==> src/rtl/seq_mult_hs.sv <==
// seq_mult_hs: iterative shift-add multiplier with valid/ready handshakes.
// Multiplies magnitudes R multiplier bits per clock, then applies the sign
// once on the final step. Signed or unsigned mode is chosen per operation.
//
// Ports:
//   clk        rising-edge clock
//   rst        asynchronous, active-high reset
//   in_valid   operands and mode presented
//   in_ready   block can accept an operation (IDLE only)
//   a, b       M-bit multiplicand / multiplier
//   is_signed  1: operands are two's complement, 0: unsigned
//   out_valid  product valid (DONE)
//   out_ready  consumer accepts product
//   product    2M-bit result, held until the next operation completes
//   busy       high while an operation is in RUN or DONE
module seq_mult_hs #(
    parameter int unsigned M = 12,
    parameter int unsigned R = 1
) (
    input  logic             clk,
    input  logic             rst,
    input  logic             in_valid,
    output logic             in_ready,
    input  logic [M-1:0]     a,
    input  logic [M-1:0]     b,
    input  logic             is_signed,
    output logic             out_valid,
    input  logic             out_ready,
    output logic [2*M-1:0]   product,
    output logic             busy
);

    localparam int unsigned Steps = M / R;
    localparam int unsigned CntW  = (Steps > 1) ? $clog2(Steps) : 1;

    if (M < 2) begin : g_bad_m
        $error("seq_mult_hs: M must be at least 2");
    end
    if ((M % R) != 0) begin : g_bad_r
        $error("seq_mult_hs: R must divide M");
    end

    typedef enum logic [1:0] {StIdle, StRun, StDone} state_e;

    state_e          state_q, state_d;
    logic [CntW-1:0] cnt_q, cnt_d;
    logic [2*M-1:0]  acc_q, acc_d;
    logic [M-1:0]    mcand_q, mcand_d;
    logic            neg_q, neg_d;
    logic [2*M-1:0]  product_q, product_d;

    // Magnitudes of the incoming operands. -2^(M-1) negates to itself, which
    // read as unsigned is exactly its magnitude.
    logic [M-1:0] a_abs, b_abs;
    always_comb begin
        a_abs = (is_signed && a[M-1]) ? -a : a;
        b_abs = (is_signed && b[M-1]) ? -b : b;
    end

    // One iteration: upper half plus mcand times the low R bits, M+R+1 wide,
    // then shift the whole accumulator right by R.
    logic [M+R:0]   hi_ext, mcand_ext, digit_ext, sum;
    logic [2*M-1:0] step, step_fixed;
    always_comb begin
        hi_ext     = {{(R+1){1'b0}}, acc_q[2*M-1:M]};
        mcand_ext  = {{(R+1){1'b0}}, mcand_q};
        digit_ext  = {{(M+1){1'b0}}, acc_q[R-1:0]};
        sum        = hi_ext + mcand_ext * digit_ext;
        step       = (2*M)'({sum, acc_q[M-1:0]} >> R);
        step_fixed = neg_q ? -step : step;
    end

    always_comb begin
        state_d   = state_q;
        cnt_d     = cnt_q;
        acc_d     = acc_q;
        mcand_d   = mcand_q;
        neg_d     = neg_q;
        product_d = product_q;
        unique case (state_q)
            StIdle: begin
                if (in_valid) begin
                    mcand_d = a_abs;
                    acc_d   = {{M{1'b0}}, b_abs};
                    neg_d   = is_signed & (a[M-1] ^ b[M-1]);
                    cnt_d   = '0;
                    state_d = StRun;
                end
            end
            StRun: begin
                acc_d = step;
                if (cnt_q == CntW'(Steps - 1)) begin
                    product_d = step_fixed;
                    cnt_d     = '0;
                    state_d   = StDone;
                end else begin
                    cnt_d = cnt_q + CntW'(1);
                end
            end
            StDone: begin
                if (out_ready) begin
                    state_d = StIdle;
                end
            end
            default: state_d = StIdle;
        endcase
    end

    always_ff @(posedge clk or posedge rst) begin
        if (rst) begin
            state_q   <= StIdle;
            cnt_q     <= '0;
            acc_q     <= '0;
            mcand_q   <= '0;
            neg_q     <= 1'b0;
            product_q <= '0;
        end else begin
            state_q   <= state_d;
            cnt_q     <= cnt_d;
            acc_q     <= acc_d;
            mcand_q   <= mcand_d;
            neg_q     <= neg_d;
            product_q <= product_d;
        end
    end

    assign in_ready  = (state_q == StIdle);
    assign out_valid = (state_q == StDone);
    assign busy      = (state_q != StIdle);
    assign product   = product_q;

endmodule

==> config.mk <==
export PLATFORM = sky130hd
export DESIGN_NAME = seq_mult_hs
export DESIGN_NICKNAME = d
export VERILOG_FILES = /design/src/rtl/seq_mult_hs.sv
export SDC_FILE = /design/constraint.sdc
export NUM_CORES = 1
export LEC_CHECK = 0
export ABC_CLOCK_PERIOD_IN_PS = 3550
export CORE_MARGIN = 2
export CORE_UTILIZATION = 45
export DETAILED_ROUTE_END_ITERATION = 12
export GPL_TIMING_DRIVEN = 0
export HOLD_SLACK_MARGIN = 0.02
export PLACE_DENSITY_LB_ADDON = 0.1
export SYNTH_ARGS = -nofsm -noshare
export SYNTH_HDL_FRONTEND = slang
export SYNTH_SLANG_ARGS = --single-unit
==> constraint.sdc <==
create_clock -name clk -period 3.55 [get_ports clk]
set_clock_uncertainty 0.1 [all_clocks]
set_input_delay 0.71 -clock clk [delete_from_list [all_inputs] [get_ports clk]]
set_output_delay 0.71 -clock clk [all_outputs]
set_load 0.02 [all_outputs]
==> summary.txt, run 1 <==
=================================================================================
Die Ht .............................................................       100 um
Syn Area/Cell ......................................................     8.66 um2
Post-synthesis instance area .......................................  0.00416 mm2
Final nets .........................................................          590
Count of H-tree levels built during CTS ............................            3
Boundary pin count .................................................           56
Number of buffers added by the clock tree synthesis step ...........            9
Total global routing overflow ......................................            0
Register area share after synthesis ................................        40.3%
Cell at the root of the clock tree ................................. sky130_fd_sc_hd__clkbuf_8
Worst slew slack as a fraction of its limit ........................        45.2%
Critical path buffers and inverters ................................            1
Initial core utilization ...........................................        45.6%
Peak supply drop ...................................................     0.417 mV
Synthesized netlist cell count .....................................          480
Final count of hold timing violations ..............................            0
CTS tree ...........................................................        built
Number of antenna cells inserted ...................................            0
Top routing layer in use ...........................................         met4
Final RePlAce weighted congestion ..................................        0.864
M1 wire length .....................................................      4.72 mm
Post-route non-filler standard cell count ..........................          659
Total of fill cells in the finished design .........................          869
Slowest stage cell on the critical path ............................ sky130_fd_sc_hd__or4_4
Met2 layer wire length in the routed design ........................      4.39 mm
Logic gate share of total power ....................................        54.6%
CP Capture Type ....................................................         flop
HPWL after detailed placement ......................................      7.34 mm
First-pass GRT wire length .........................................      16.4 mm
Most used flip-flop cell after synthesis ........................... sky130_fd_sc_hd__dfrtp_1
Fraction of final layout cells sized beyond drive strength 1 .......        4.74%
Post-synth EDFFs ...................................................            0
Worst reg2reg startpoint ........................................... acc_q[0]$_DFFE_PP0P_
Die boundary width .................................................       100 um
Area growth from synthesis to layout ...............................        20.2%
Leading cell type in the layout, fill and taps excluded ............ sky130_fd_sc_hd__nand2_1
First-pass iteration count of the detailed router ..................            4
Post-Layout Inst Area ..............................................  0.00499 mm2
Switching component of the power ...................................      1.92 mW
Count of maximum capacitance violations ............................            0
Setup Crit Path Kind ...............................................   reg -> reg
Die Area ...........................................................   0.0100 mm2
Sequential share of power ..........................................        32.6%
Total wire length after detailed routing ...........................      9.62 mm
Count of input and output buffers ..................................           54
Largest net degree at the start of global routing ..................           68
Power density cells ................................................   848 mW/mm2
Post-synth top area share ..........................................        40.3%
Internal power consumption .........................................      2.32 mW
Site row count .....................................................           35
Area of placed instances ...........................................  0.00484 mm2
Cell Count Post-Placement ..........................................          645
Top delay family on crit path ...................................... simple AND/OR/NAND/NOR gates
Highest clock rate .................................................      300 MHz
Utilization after layout ...........................................        54.8%
Setup repair after global routing missed its margin ................           no
Status ............................................................. finished, final reports clean
Syn Nets ...........................................................          526
Synthesis Warnings .................................................            0
Total setup buffers inserted after CTS .............................            0
Setup TNS ..........................................................         0 ps
Setup slack, reg-to-reg ............................................       210 ps
Worst min-delay path category ......................................   reg -> reg
Initial DRC count ..................................................          264
Standby leakage power ..............................................      2.17 nW
Nature of the critical path startpoint .............................         flop
Most frequent cells in the layout .................................. sky130_fd_sc_hd__nand2_1, sky130_fd_sc_hd__dfrtp_1, sky130_fd_sc_hd__o21ai_0, sky130_fd_sc_hd__clkdlybuf4s50_1, sky130_fd_sc_hd__nor2_1
Clock Sinks ........................................................           67
Clock power frac ...................................................        12.8%
Total GRT Usage ....................................................        20.7%
Post-detailed-route wirelength per cell ............................      14.6 um
Routed wire length on met3 .........................................       395 um
Worst hold path startpoint ......................................... mcand_q[8]$_DFFE_PP0P_
Maximum buffer depth of the clock tree .............................            2
Floorplan Core Area ................................................  0.00911 mm2
Number of antenna violations at the first check in global routing ..            0
Unique masters post-synth ..........................................           50
Final period utilization ...........................................        94.0%
Flops & latches, synth .............................................           67
Cell types occupying the most area after synthesis ................. sky130_fd_sc_hd__dfrtp_1, sky130_fd_sc_hd__nand2_1, sky130_fd_sc_hd__o21ai_0
Final setup violating endpoints ....................................            0
Via count of the first global-routing pass .........................         3409
Transition time at the pin with the least slew margin ..............       817 ps
Drt via density ....................................................         5.42
Largest fanout of any net on the critical path .....................           13
Largest stage delay on the critical path ...........................       520 ps
Max-slew violation count ...........................................            0
Clock-pin slew on the worst setup and hold paths ...................        80 ps
Worst-path cell chain .............................................. and2_1, ha_1, inv_1, fa_1, nor2b_1, o31a_1, o22a_1, xor2_1, or4_4, o41ai_2, xnor2_1, o21ai_1
Via count ..........................................................         3570
Data arrival time of the worst path ................................      3460 ps
Post-synth top area cell ........................................... sky130_fd_sc_hd__dfrtp_1
Skew-Pair Late Insertion Delay .....................................       350 ps
Count of nets left with antenna violations after detail routing ....            0
DRC violations left ................................................            0
Launching instance or port of the critical path .................... acc_q[0]$_DFFE_PP0P_
Fraction of synthesis flops using an asynchronous set or reset pin .         100%
Hold buffers post-CTS ..............................................            0
Switching share of power ...........................................        45.3%
Tmin final .........................................................      3340 ps
Data required time at the worst endpoint ...........................      3680 ps
=================================================================================
area by class of cell:
type                            count  area, um2  share of cell area, %
Multi-Input combinational cell    379       2350                   47.1
Timing Repair Buffer               54        541                   10.8
Sequential cell                    67       1680                   33.6
Buffer                             20       75.1                   1.50
Inverter                           13       51.3                   1.03
Clock inverter                      5       31.3                  0.626
Clock buffer                       10        128                   2.56
Tap cell                          111        139                   2.78
routing by layer:
| layer | vias up | track usage [%] |
|---|---|---|
| met1 | 1677 | 28.6 |
| met3 | 10 | 3.41 |
| li1 | 1802 | - |
| met2 | 81 | 33.6 |
| met4 | 0 | 6.64 |
| met5 | - | 0 |
flip-flops by register name (all words and copies together) (netlist names):
register,count
state_q,2
product,24
mcand_q,12
acc_q,24
neg_q,1
cnt_q,4
timing repair:
item | in CTS | in global routing
pin swaps | 0 | 0
resized for setup | 0 | 1
endpoints found under the setup margin | 1 | 5
power by group through the flow:
stage | clock network, mW | logic (mW) | registers, mW
2_1_floorplan | 0 | 1.54 | 1.45
3_3_place_gp | 0 | 2.28 | 1.37
3_5_place_dp | 0 | 2.32 | 1.39
4_1_cts | 0.559 | 2.31 | 1.38
5_1_grt | 0.589 | 2.60 | 1.43
6_report | 0.541 | 2.31 | 1.38
synth_stat cells, drive strengths merged, types with 6 or more instances:
master   n
nor3     9
o31ai    6
a21oi   16
o21ai   66
ha      16
inv     13
and2    14
nor2    32
a22oi   12
xnor2   28
nand2   77
nand3   22
xor2    22
dfrtp   67
clkbuf  20
metrics by stage:
step	hold slack (ps)	power, mW	worst slack [ps]
floorplan	338	2.99	470
global placement	358	3.65	-146
detailed placement	365	3.71	2.80
CTS	382	4.25	131
global route	412	4.62	8.93
finish	377	4.23	212
cells by family (layout without fill, tap and decap cells):
logic type	count (synthesis)	in the layout	synth area share, %
flops	67	67	40.3
compound gates	125	125	18.2
buf+inv	34	102	3.07
mux	3	3	0.723
xor+xnor	50	50	10.5
fa+ha+maj	17	17	5.30
simple gates	184	184	21.8
worst min-delay path: stages (launching register included):
cell and delay (ps):
sky130_fd_sc_hd__dfrtp_1 340, sky130_fd_sc_hd__nand2_1 40, sky130_fd_sc_hd__o21ai_0 60
worst paths after layout:
check,endpoint,cells past startpoint
worst max-delay path,product[22]$_DFFE_PP0P_,12
worst min-delay path,mcand_q[8]$_DFFE_PP0P_,2
worst max register to register,product[22]$_DFFE_PP0P_,12
worst min register to register,mcand_q[8]$_DFFE_PP0P_,2
max in group asynchronous,acc_q[0]$_DFFE_PP0P_,2
min in group asynchronous,product[4]$_DFFE_PP0P_,2
Power figures use the tool's default switching activity.
==> inputs of run 2 (changes only) <==
RECOVER_POWER = 100   (was default)
==> run 2 against run 1 <==
- critical path depth stayed put
- flip-flop and latch count unchanged
- sequential power about the same
- first-iteration DRC count is 16% lower
- global-route usage unchanged
- die area is the same
==> summary.txt, run 2 (synthesis results as in run 1) <==
================================================================================
CP Capture Type ...................................................         flop
Count of input and output buffers .................................           54
Setup slack, reg-to-reg ...........................................       220 ps
Worst-path cell chain ............................................. and2_1, ha_1, inv_1, fa_1, nor2b_1, o31a_1, o22a_1, xor2_1, or4_4, o41ai_2, xnor2_1, o21ai_1
Setup repair after global routing missed its margin ...............           no
Post-Layout Inst Area .............................................  0.00499 mm2
Switching component of the power ..................................      1.91 mW
Area of placed instances ..........................................  0.00484 mm2
Via count of the first global-routing pass ........................         3409
Final period utilization ..........................................        93.8%
Area growth from synthesis to layout ..............................        20.1%
Largest net degree at the start of global routing .................           68
Maximum buffer depth of the clock tree ............................            2
Leading cell type in the layout, fill and taps excluded ........... sky130_fd_sc_hd__nand2_1
Highest clock rate ................................................      300 MHz
Count of H-tree levels built during CTS ...........................            3
Status ............................................................ finished, final reports clean
Total global routing overflow .....................................            0
First-pass iteration count of the detailed router .................            5
Final setup violating endpoints ...................................            0
Final RePlAce weighted congestion .................................        0.864
Count of nets left with antenna violations after detail routing ...            0
Clock Sinks .......................................................           67
Power density cells ...............................................   838 mW/mm2
Drt via density ...................................................         5.38
Largest fanout of any net on the critical path ....................           13
Internal power consumption ........................................      2.27 mW
Post-detailed-route wirelength per cell ...........................      14.6 um
Logic gate share of total power ...................................        54.1%
Via count .........................................................         3547
Slowest stage cell on the critical path ........................... sky130_fd_sc_hd__or4_4
Data arrival time of the worst path ...............................      3460 ps
Boundary pin count ................................................           56
Final nets ........................................................          590
DRC violations left ...............................................            0
Cell at the root of the clock tree ................................ sky130_fd_sc_hd__clkbuf_8
Tmin final ........................................................      3330 ps
Worst min-delay path category .....................................   reg -> reg
Total setup buffers inserted after CTS ............................            0
Data required time at the worst endpoint ..........................      3680 ps
Number of buffers added by the clock tree synthesis step ..........            9
Nature of the critical path startpoint ............................         flop
Most frequent cells in the layout ................................. sky130_fd_sc_hd__nand2_1, sky130_fd_sc_hd__dfrtp_1, sky130_fd_sc_hd__o21ai_0, sky130_fd_sc_hd__nor2_1, sky130_fd_sc_hd__dlygate4sd3_1
Number of antenna violations at the first check in global routing .            0
Clock-pin slew on the worst setup and hold paths ..................        80 ps
Count of maximum capacitance violations ...........................            0
Standby leakage power .............................................      2.23 nW
Die boundary width ................................................       100 um
Sequential share of power .........................................        32.9%
Number of antenna cells inserted ..................................            0
Die Area ..........................................................   0.0100 mm2
Transition time at the pin with the least slew margin .............      1370 ps
CTS tree ..........................................................        built
Initial core utilization ..........................................        45.6%
Top delay family on crit path ..................................... simple AND/OR/NAND/NOR gates
Final count of hold timing violations .............................            0
HPWL after detailed placement .....................................      7.34 mm
First-pass GRT wire length ........................................      16.4 mm
Worst slew slack as a fraction of its limit .......................        8.61%
Critical path buffers and inverters ...............................            1
Setup TNS .........................................................         0 ps
Fraction of final layout cells sized beyond drive strength 1 ......        4.74%
Setup Crit Path Kind ..............................................   reg -> reg
Peak supply drop ..................................................     0.408 mV
Initial DRC count .................................................          221
Total GRT Usage ...................................................        20.7%
Max-slew violation count ..........................................            0
Floorplan Core Area ...............................................  0.00911 mm2
Final worst hold slack ............................................       377 ps
Die Ht ............................................................       100 um
Switching share of power ..........................................        45.7%
Largest stage delay on the critical path ..........................       520 ps
Total wire length after detailed routing ..........................      9.63 mm
Site row count ....................................................           35
Skew-Pair Late Insertion Delay ....................................       350 ps
Clock power frac ..................................................        13.0%
================================================================================
==> run 2: changes by cell type in the layout (fill, tap and decap cells not counted) <==
cell                              previous run  this run
sky130_fd_sc_hd__and2_0                      0         3
sky130_fd_sc_hd__and2_1                     14        11
sky130_fd_sc_hd__clkdlybuf4s50_1            54        23
sky130_fd_sc_hd__dlygate4sd3_1               0        31
sky130_fd_sc_hd__inv_2                       0         1
sky130_fd_sc_hd__inv_4                       1         0
sky130_fd_sc_hd__o21ai_0                    54        59
sky130_fd_sc_hd__o21ai_1                    12         7
==> run 2: final cells by class <==
cell class	count	area, um2
repair buffers	54	541
well taps	111	139
inverters	13	48.8
multi-input cells	379	2350
fillers	869	4120
flip-flops and latches	67	1680
clock inverters	5	31.3
clock buffers	10	128
plain buffers	20	75.1
==> run 2: repair_timing <==
item                                    CTS  global route
pin swaps                                 0             0
gates cloned                              0             0
hold buffers                              0             0
endpoints found under the setup margin    1             5
gates resized for setup                   0             1
==> run 2: power by group through the flow <==
stage                     clock (mW)  sequential, mW  combinational [mW]
after floorplan                    0            1.45                1.54
after global placement             0            1.37                2.28
after detailed placement           0            1.39                2.32
after CTS                      0.559            1.38                2.31
after global routing           0.589            1.43                2.55
final                          0.542            1.38                2.26
==> run 2: per-layer routing <==
layer	vias to the layer above	wire length [um]	track usage, %	part of all wire (%)
met5	-	0	0	0
met3	12	338	3.41	3.5
met2	68	4380	33.6	46
li1	1807	-	-	-
met1	1660	4780	28.6	50
met4	0	131	6.64	1.4
==> run 2: stage by stage <==
| step | worst slack [ps] | power, mW | instances | utilization (%) |
|---|---|---|---|---|
| floorplan | 470 | 2.99 | 480 | - |
| global placement | -146 | 3.65 | 645 | 53.1 |
| detailed placement | 2.80 | 3.71 | 645 | 53.1 |
| CTS | 131 | 4.25 | 659 | 54.8 |
| global route | 8.57 | 4.57 | 659 | 54.8 |
| finish | 219 | 4.18 | 659 | 54.8 |
==> run 2: path summary, 6_finish.rpt <==
check | depth (start not counted) | start | to
max | 12 | acc_q[0]$_DFFE_PP0P_ | product[22]$_DFFE_PP0P_
min | 2 | product[2]$_DFFE_PP0P_ | product[2]$_DFFE_PP0P_
max reg2reg | 12 | acc_q[0]$_DFFE_PP0P_ | product[22]$_DFFE_PP0P_
min reg2reg | 2 | product[2]$_DFFE_PP0P_ | product[2]$_DFFE_PP0P_
max in group asynchronous | 2 | rst | acc_q[0]$_DFFE_PP0P_
min in group asynchronous | 2 | rst | product[4]$_DFFE_PP0P_
==> run 2: worst register-to-register path: cells and delay by family, from the launching register on <==
| family | cells | cell delay (ps) |
|---|---|---|
| AND/OR/NAND/NOR | 3 | 860 |
| AO/OA/AOI/OAI | 4 | 850 |
| adder cells (fa/ha/maj) | 2 | 560 |
| flip-flops | 1 | 460 |
| XOR/XNOR | 2 | 330 |
| buffers and inverters | 1 | 50 |
==> RTL edit, RTL diff (settings of run 2) <==
The parameter `M` goes from 12 to 13.
--- a/src/rtl/seq_mult_hs.sv
+++ b/src/rtl/seq_mult_hs.sv
@@ -15,5 +15,5 @@
 //   busy       high while an operation is in RUN or DONE
 module seq_mult_hs #(
-    parameter int unsigned M = 12,
+    parameter int unsigned M = 13,
     parameter int unsigned R = 1
 ) (
Ports: changed (resized a, b and product); port bits go from 56 to 60. The function was not compared with the original's and may differ.
==> RTL edit against run 2 <==
The flow now finishes with violations (max-capacitance violations). Final cell count up 12%. Wire length rose by 11%. Sequential power up 6%. Power grew 14%. Design area increased by 11%. Count of clock-buffer cells in the layout grew 1. Global-route usage shrank 0.18 points. Clock power rose by 21%. Area after synthesis grew 11%. Sequential cell count up 5. Setup slack lost 0.0094 ns. Largest cell class unchanged.
==> RTL edit: results (changes against run 2) <==
** Global routing
- Met1 track demand over resource :: 29.6% (+0.95 points)
- Global-route wire length before repair :: 18300 µm (+12%)
- The via count of the first global-routing pass was 3829 (+12%).
- Met3 track demand over resource :: 2.62% (-0.79 points)

** Run
- Max Cap Violations :: 1 (+1)

** Drt
- The violation count after the first detailed-routing iteration came to 230 (+4.1%).
- The sum of routed wire segments on met1 was 5270 µm (+10%).
- The average routed wire per standard cell is 14.5 µm (-1.0%).
- The via density per instance was 5.46 (+1.5%).

** Placement
- The worst setup timing slack at the placement stage came to -0.0715 ns (-0.0743 ns).
- The placer congestion estimate was 0.837 (-3.1%).
- Area after DPL :: 0.00535 mm² (+11%)
- Cell Count Post-Placement :: 722 (+12%)
- The quantity of I/O buffers inserted on ports came to 58 (+7.4%).

** Worst setup path
- Arrival time of data at the critical path endpoint :: 3.50 ns (+0.04 ns)
- Delay contributed by the slowest stage of the critical path :: 0.48 ns (-0.04 ns)

** Power and ir drop
- Static Leak :: 0.00236 µW (+6.1%)
- VDD IR-drop max :: 0.281 mV (-31%)

** Logic synthesis
- The number of different library cells in the post-synthesis netlist is 60 (+20%).
- The sequential-to-total area share from yosys stat came to 39.2% (-1.1 points).
- The net count after synthesis came to 581 (+10%).
- Number of instances in the synthesized netlist :: 531 (+11%)
- The post-synthesis share of cell area spent on xor and xnor gates was 9.91% (-0.63 points).
- Cells taking the most area after synthesis :: dfrtp_1 39%, o21ai_0 8.5%, nand2_1 5.7%
- The portion of netlist area occupied by mux cells was 0.898% (+0.18 points).
- In the synthesized netlist, the cells that appear most often are 78 x o21ai_0, 72 x dfrtp_1, 70 x nand2_1, 36 x nor2_1, 30 x xnor2_1.

** Cells and area
- The number of standard cells in the layout, taps in and fillers out came to 736 (+12%).

** STA
- Relative slew margins :: 0.0452% (-8.6 points)

** Outcome
- Violations in the final reports :: max-capacitance violations
- The run finished, with violations left.
==> RTL edit: cell count changes after synthesis, sizes merged, moves of 5 or more <==
cell,before,now
a211oi,1,6
clkbuf,20,25
dfrtp,67,72
inv,13,18
nand2,77,70
o21ai,66,82
==> RTL edit: what timing repair did <==
item	CTS	global route
hold buffers	0	0
setup endpoints to repair	1	3
gates resized for setup	0	3
==> RTL edit: path summary, 6_finish.rpt <==
| kind | slack, ns | endpoint | startpoint | cells past startpoint |
|---|---|---|---|---|
| max | 0.21 | product[25]$_DFFE_PP0P_ | acc_q[0]$_DFFE_PP0P_ | 12 |
| min | 0.37 | product[22]$_DFFE_PP0P_ | product[22]$_DFFE_PP0P_ | 2 |
| max reg2reg | 0.21 | product[25]$_DFFE_PP0P_ | acc_q[0]$_DFFE_PP0P_ | 12 |
| min reg2reg | 0.37 | product[22]$_DFFE_PP0P_ | product[22]$_DFFE_PP0P_ | 2 |
| max in group asynchronous | 1.20 | acc_q[0]$_DFFE_PP0P_ | rst | 2 |
| min in group asynchronous | 1.14 | product[3]$_DFFE_PP0P_ | rst | 2 |
==> RTL edit: power breakdown <==
| group | internal [µW] | total (µW) | switching (µW) |
|---|---|---|---|
| Clock | 343 | 656 | 313 |
| Sequential | 1190 | 1460 | 268 |
| Combinational | 1090 | 2640 | 1550 |
==> RTL edit: cell families after synthesis <==
family / count (synthesis)
compound gates: 147
xor+xnor: 52
fa+ha+maj: 19
buf+inv: 45
flops: 72
mux: 4
simple gates: 192
==> RTL edit: area by class of cell <==
cell class	instances	area, µm²
buffer	26	106
clock buffer	11	141
clock inverter	4	55.1
fill	912	4330
inverter	18	67.6
multi-input combinational	414	2620
sequential	72	1800
tap	133	166
timing repair buffer	58	581
